File: src/rtl/memory_port_arbiter.sv
// Round-robin arbiter sharing one memory port between instruction and data.
// One transaction in flight; a watchdog forces completion if memory stalls.
module memory_port_arbiter #(
  parameter int ADDR_WIDTH = 32,
  parameter int DATA_WIDTH = 32,
  parameter int TIMEOUT_CYCLES = 1024,
  parameter logic [DATA_WIDTH-1:0] TIMEOUT_DATA = 32'hDEADBEEF
) (
  input  logic                  clk,
  input  logic                  reset,
  input  logic                  i_read,
  input  logic                  i_write,
  input  logic [ADDR_WIDTH-1:0] i_address,
  input  logic [DATA_WIDTH-1:0] i_write_data,
  output logic [DATA_WIDTH-1:0] i_read_data,
  output logic                  i_response,
  input  logic                  d_read,
  input  logic                  d_write,
  input  logic [ADDR_WIDTH-1:0] d_address,
  input  logic [DATA_WIDTH-1:0] d_write_data,
  output logic [DATA_WIDTH-1:0] d_read_data,
  output logic                  d_response,
  output logic                  m_read,
  output logic                  m_write,
  output logic [ADDR_WIDTH-1:0] m_address,
  output logic [DATA_WIDTH-1:0] m_write_data,
  input  logic [DATA_WIDTH-1:0] m_read_data,
  input  logic                  m_response,
  output logic                  busy,
  output logic                  timeout_error
);

  typedef enum logic [1:0] {
    IDLE,
    BUSY,
    RESPOND
  } state_t;

  localparam logic [31:0] TMO_LAST =
    32'(TIMEOUT_CYCLES - 1);
  localparam bit TMO_EN = (TIMEOUT_CYCLES != 0);

  state_t      state;
  logic        last_d;
  logic        grant_d;
  logic [31:0] counter;

  logic req_i;
  logic req_d;
  logic gnt_i;
  logic gnt_d;
  logic tmo;
  logic done;
  logic [DATA_WIDTH-1:0] rdata;

  assign req_i = i_read | i_write;
  assign req_d = d_read | d_write;
  // on contention the port that did not win last time goes next
  assign gnt_d = req_d & (~req_i | ~last_d);
  assign gnt_i = req_i & ~gnt_d;

  assign tmo = TMO_EN && !m_response &&
               (counter == TMO_LAST);
  assign done = m_response | tmo;
  assign rdata = m_response ? m_read_data
                            : TIMEOUT_DATA;

  // arbitration, memory handshake and response routing
  always_ff @(posedge clk or negedge reset) begin
    if (!reset) begin
      state         <= IDLE;
      last_d        <= 1'b1;
      grant_d       <= 1'b0;
      counter       <= '0;
      busy          <= 1'b0;
      m_read        <= 1'b0;
      m_write       <= 1'b0;
      m_address     <= '0;
      m_write_data  <= '0;
      i_read_data   <= '0;
      d_read_data   <= '0;
      i_response    <= 1'b0;
      d_response    <= 1'b0;
      timeout_error <= 1'b0;
    end else begin
      i_response    <= 1'b0;
      d_response    <= 1'b0;
      timeout_error <= 1'b0;
      unique case (state)
        IDLE: begin
          unique case (1'b1)
            gnt_i: begin
              grant_d      <= 1'b0;
              last_d       <= 1'b0;
              m_write      <= i_write;
              m_read       <= ~i_write;
              m_address    <= i_address;
              m_write_data <= i_write_data;
              counter      <= '0;
              busy         <= 1'b1;
              state        <= BUSY;
            end
            gnt_d: begin
              grant_d      <= 1'b1;
              last_d       <= 1'b1;
              m_write      <= d_write;
              m_read       <= ~d_write;
              m_address    <= d_address;
              m_write_data <= d_write_data;
              counter      <= '0;
              busy         <= 1'b1;
              state        <= BUSY;
            end
            default: ;
          endcase
        end
        BUSY: begin
          if (done) begin
            m_read        <= 1'b0;
            m_write       <= 1'b0;
            counter       <= '0;
            timeout_error <= tmo;
            state         <= RESPOND;
            if (grant_d) begin
              d_response <= 1'b1;
              if (!m_write) d_read_data <= rdata;
            end else begin
              i_response <= 1'b1;
              if (!m_write) i_read_data <= rdata;
            end
          end else begin
            counter <= counter + 32'd1;
          end
        end
        RESPOND: begin
          busy  <= 1'b0;
          state <= IDLE;
        end
        default: begin
          busy  <= 1'b0;
          state <= IDLE;
        end
      endcase
    end
  end

endmodule

File: config.mk
export PLATFORM = sky130hd
export DESIGN_NAME = memory_port_arbiter
export DESIGN_NICKNAME = d
export VERILOG_FILES = /design/src/rtl/memory_port_arbiter.sv
export SDC_FILE = /design/constraint.sdc
export NUM_CORES = 1
export LEC_CHECK = 0
export ABC_AREA = 1
export ABC_CLOCK_PERIOD_IN_PS = 1700
export CORE_UTILIZATION = 33
export DETAILED_ROUTE_END_ITERATION = 10
export GPL_ROUTABILITY_DRIVEN = 0
export MAX_ROUTING_LAYER = met4
export PLACE_DENSITY_LB_ADDON = 0.3
export SYNTH_ARGS = -nofsm -noshare
export SYNTH_HDL_FRONTEND = slang
export SYNTH_SLANG_ARGS = --single-unit
File: constraint.sdc
create_clock -name clk -period 1.7 [get_ports clk]
set_input_delay 0.34 -clock clk [delete_from_list [all_inputs] [get_ports clk]]
set_output_delay 0.34 -clock clk [all_outputs]
set_load 0.02 [all_outputs]
==> results.toml <==
[timing]
finalCritPeriodShare_pct = 102
rsz0062_at_grt = "yes"
fin_crit_ps = 1730
max_freq_mhz = 577
slew_viol_final = 0
slew-limit-headroom_pct = 74.8
finalSetupViolCount = 15
skew_ps = 16.5
hold_viol_final = 0
worst_pin_slew_ps = 378
setup_slack_ps = -34.0
fin_setup_tns_ps = -221

[clock_network]
cts.clk_slew.worst_paths_ps = 80
cts_buffers = 17
tritoncts = "yes"
clock-sinks = 170
clock_tree.htree_level_count = 4
worstSkewPairLatency_ps = 440
ctsRootBufferMaster = "clkbuf_16"
clock_path_buffers = 2

[final_layout]
area_growth_pct = 53.6
nNetsFinal = 1575
diodes = 0
stdcell_area_mm2 = 0.0129
drive_above_1_share_pct = 13.2
n_fill_cell = 2522

[synthesis]
ys_seq_elements = 170
ys_top_cells_by_area = "dfrtp_1 50%, nand2_1 15%, a21oi_1 7.6%"
syn_inst = 1073
yosysTopAreaCellShare_pct = 50.3
syn_avg_cell_area_um2 = 7.83
syn_nets = 1241
netlist_area_mm2 = 0.00840
yosysSeqAreaShare_pct = 50.7
yosys.area.top_type = "dfrtp_1"
synth_warnings = 0
synth.distinct_cells = 29

[route]
postRouteAntennaNets = 0
vias_per_cell = 4.81
dr.pass1.iters = 7
drtIter0Drc = 708
post-route-drc-count = 0
wl_per_cell_um = 15.7
via_count = 8413
routed_wl_mm = 27.4

[worst_setup_path]
cp-startpoint = "counter[27]"
rr_worst_depth = 11
reg2reg_slack_ps = -30
crit_type = "register to register"
worstPathMaxFanout = 8
endpoint = "i_read_data[21]"
crit_slowest_cell = "dfrtp_1"
end_kind = "register"
r2r_end = "i_read_data[21]"
arrival_ps = 2050
required_ps = 2020
max_stage_delay_ps = 390
cpMostUsedCell = "nand2_1"
regToRegStartpoint = "counter[27]"
crit_path_cell_trace = "nor2_2 -> nand2_1 -> inv_1 -> nand2_2 -> nor2_4 -> nand2_2 -> nand2_4 -> nand3_4 -> clkbuf_16 -> nand2_1 -> nand2_1"
worst_setup_path_start_kind = "register"

[global_routing]
met2_usage_pct = 34.7
grt_first_pass_wirelength_mm = 43.5
grt_use_total_pct = 21.9
gr-usage-met1_pct = 27.6
grt_start_max_net_pins = 76
grt_pass1_vias = 8290
grt_antenna_before_repair = 0
grt.met3_usage_pct = 4.67
grt-ovfl-total = 0
busiest_layer = "met2"

[placed_design]
dpl_cell_area_mm2 = 0.0122
pre_cts_ws_ps = -331
hpwlAfterDp_mm = 19.9
port_buffers = 300

[power_and_ir_drop]
p_per_area_mw_per_mm2 = 1600
p_leak_nw = 6.03
irDropWorstVdd_uv = 895

[outcome]
outcome = "finished with violations"
violations = "setup timing"

[die]
core_mm2 = 0.0251
die_height_um = 162
row_count = 58
pin_count = 301
fp.dieW_um = 162
start_util_pct = 33.5
dieArea_mm2 = 0.0261

[job]
drv_cap = 0

[min_path]
hold_class = "input pin to asynchronous set/reset pin"
[flip-flops by register name, indices dropped and copies added (netlist names)]
| name | flops |
|---|---|
| counter | 32 |
| d_read_data | 32 |
| i_read_data | 32 |
| m_address | 32 |
| m_write_data | 32 |
| state | 2 |
| busy | 1 |
| d_response | 1 |
| grant_d | 1 |
| i_response | 1 |
| last_d | 1 |
| m_read | 1 |
| m_write | 1 |
| timeout_error | 1 |
[metal layers]
metal	vias up	wire [um]
li1	4165	-
met1	3917	11800
met2	296	13200
met3	35	1870
met4	0	617
met5	-	0
[timing repair]
| item | CTS | global route |
|---|---|---|
| resized for setup | 136 | 47 |
| hold buffers | 1 | 0 |
| gates cloned | 0 | 3 |
| setup buffers | 0 | 2 |
| endpoints found under the hold margin | 28 | 0 |
| pin swaps | 0 | 9 |
| setup endpoints to repair | 141 | 106 |
[layout by cell type (no fill, tap or decap), types with 2 or more instances in the layout]
cell type,instances
dlygate4sd2_1,134
o21bai_1,2
nor2_4,6
nand2_2,20
clkinv_8,3
dfrtp_1,169
clkbuf_16,19
inv_8,5
nand3_1,28
buf_4,52
xnor2_1,5
nand4_1,70
a21oi_1,128
nor3_1,2
nand2_4,8
nand3_4,2
o21ai_0,11
nor2_1,128
nand2_1,321
buf_6,7
or2_2,24
buf_12,16
clkdlybuf4s50_1,165
xor2_1,11
clkinv_4,3
o22ai_1,3
o21ai_1,9
nor2_2,12
inv_1,43
inv_2,4
[cell type report]
type	instances	area, um2	share of cell area (%)
flip-flops and latches	170	4260	33.0
well taps	330	413	3.20
repair buffers	377	3670	28.5
multi-input cells	794	3780	29.3
clock buffers	17	425	3.30
clock inverters	14	178	1.38
inverters	47	176	1.37
[through the flow]
step                      hold slack, ps  utilization (%)  std cells  total power [mW]
final                                382             51.4       1749              20.6
after global routing                 401             51.4       1749              22.0
after CTS                            379             50.5       1744              20.6
after detailed placement             275             48.7       1712              17.6
after global placement               275             48.7       1712              17.5
after floorplan                     44.4                -       1073              12.2
[cell usage after synthesis]
master    number
o21bai_1       2
nand2_4        2
o21ai_1        9
nand2_1      343
inv_2          1
or2_2         24
nand3_4        2
ha_1           1
clkbuf_1      34
inv_1         46
dfrtp_1      169
o21ai_0       12
o22ai_1        3
dfstp_2        1
xnor2_1        5
nor2_4         3
nand4_1       70
xor2_1        11
nor2_2         4
nand3_1       29
buf_2          8
buf_6          7
buf_1          2
nor3_1         2
nor4_1         1
nand2_2        4
a21oi_1      128
nor2_1       139
buf_4         11
[power by group]
group          leakage [nW]  internal, mW  switching [mW]
sequential             2.08          5.66           0.931
clock                 0.292          2.11            1.89
combinational          3.65          3.82            6.21
[worst min path at each step]
stage | start | end | cells after the start
floorplan | reset | busy | 0
global placement | reset | counter[15] | 1
finish | reset | m_address[29] | 2
CTS | reset | m_address[8] | 2
detailed placement | reset | counter[15] | 1
global route | reset | m_address[30] | 2
[logic make-up (layout without fill, tap and decap cells)]
family / count (synthesis) / in the layout / synth area share (%)
fa+ha+maj: 1 / 1 / 0.149
buf+inv: 109 / 455 / 6.11
compound gates: 154 / 154 / 9.28
simple gates: 623 / 623 / 32.1
flops: 170 / 170 / 50.7
xor+xnor: 16 / 16 / 1.67
[critical path, delay by kind of cell (launching register included)]
family | cells | cell delay, ps
buffers and inverters | 2 | 300
AND/OR/NAND/NOR | 9 | 940
flip-flops | 1 | 390
Note: power is estimated with default switching activity, not from simulation.
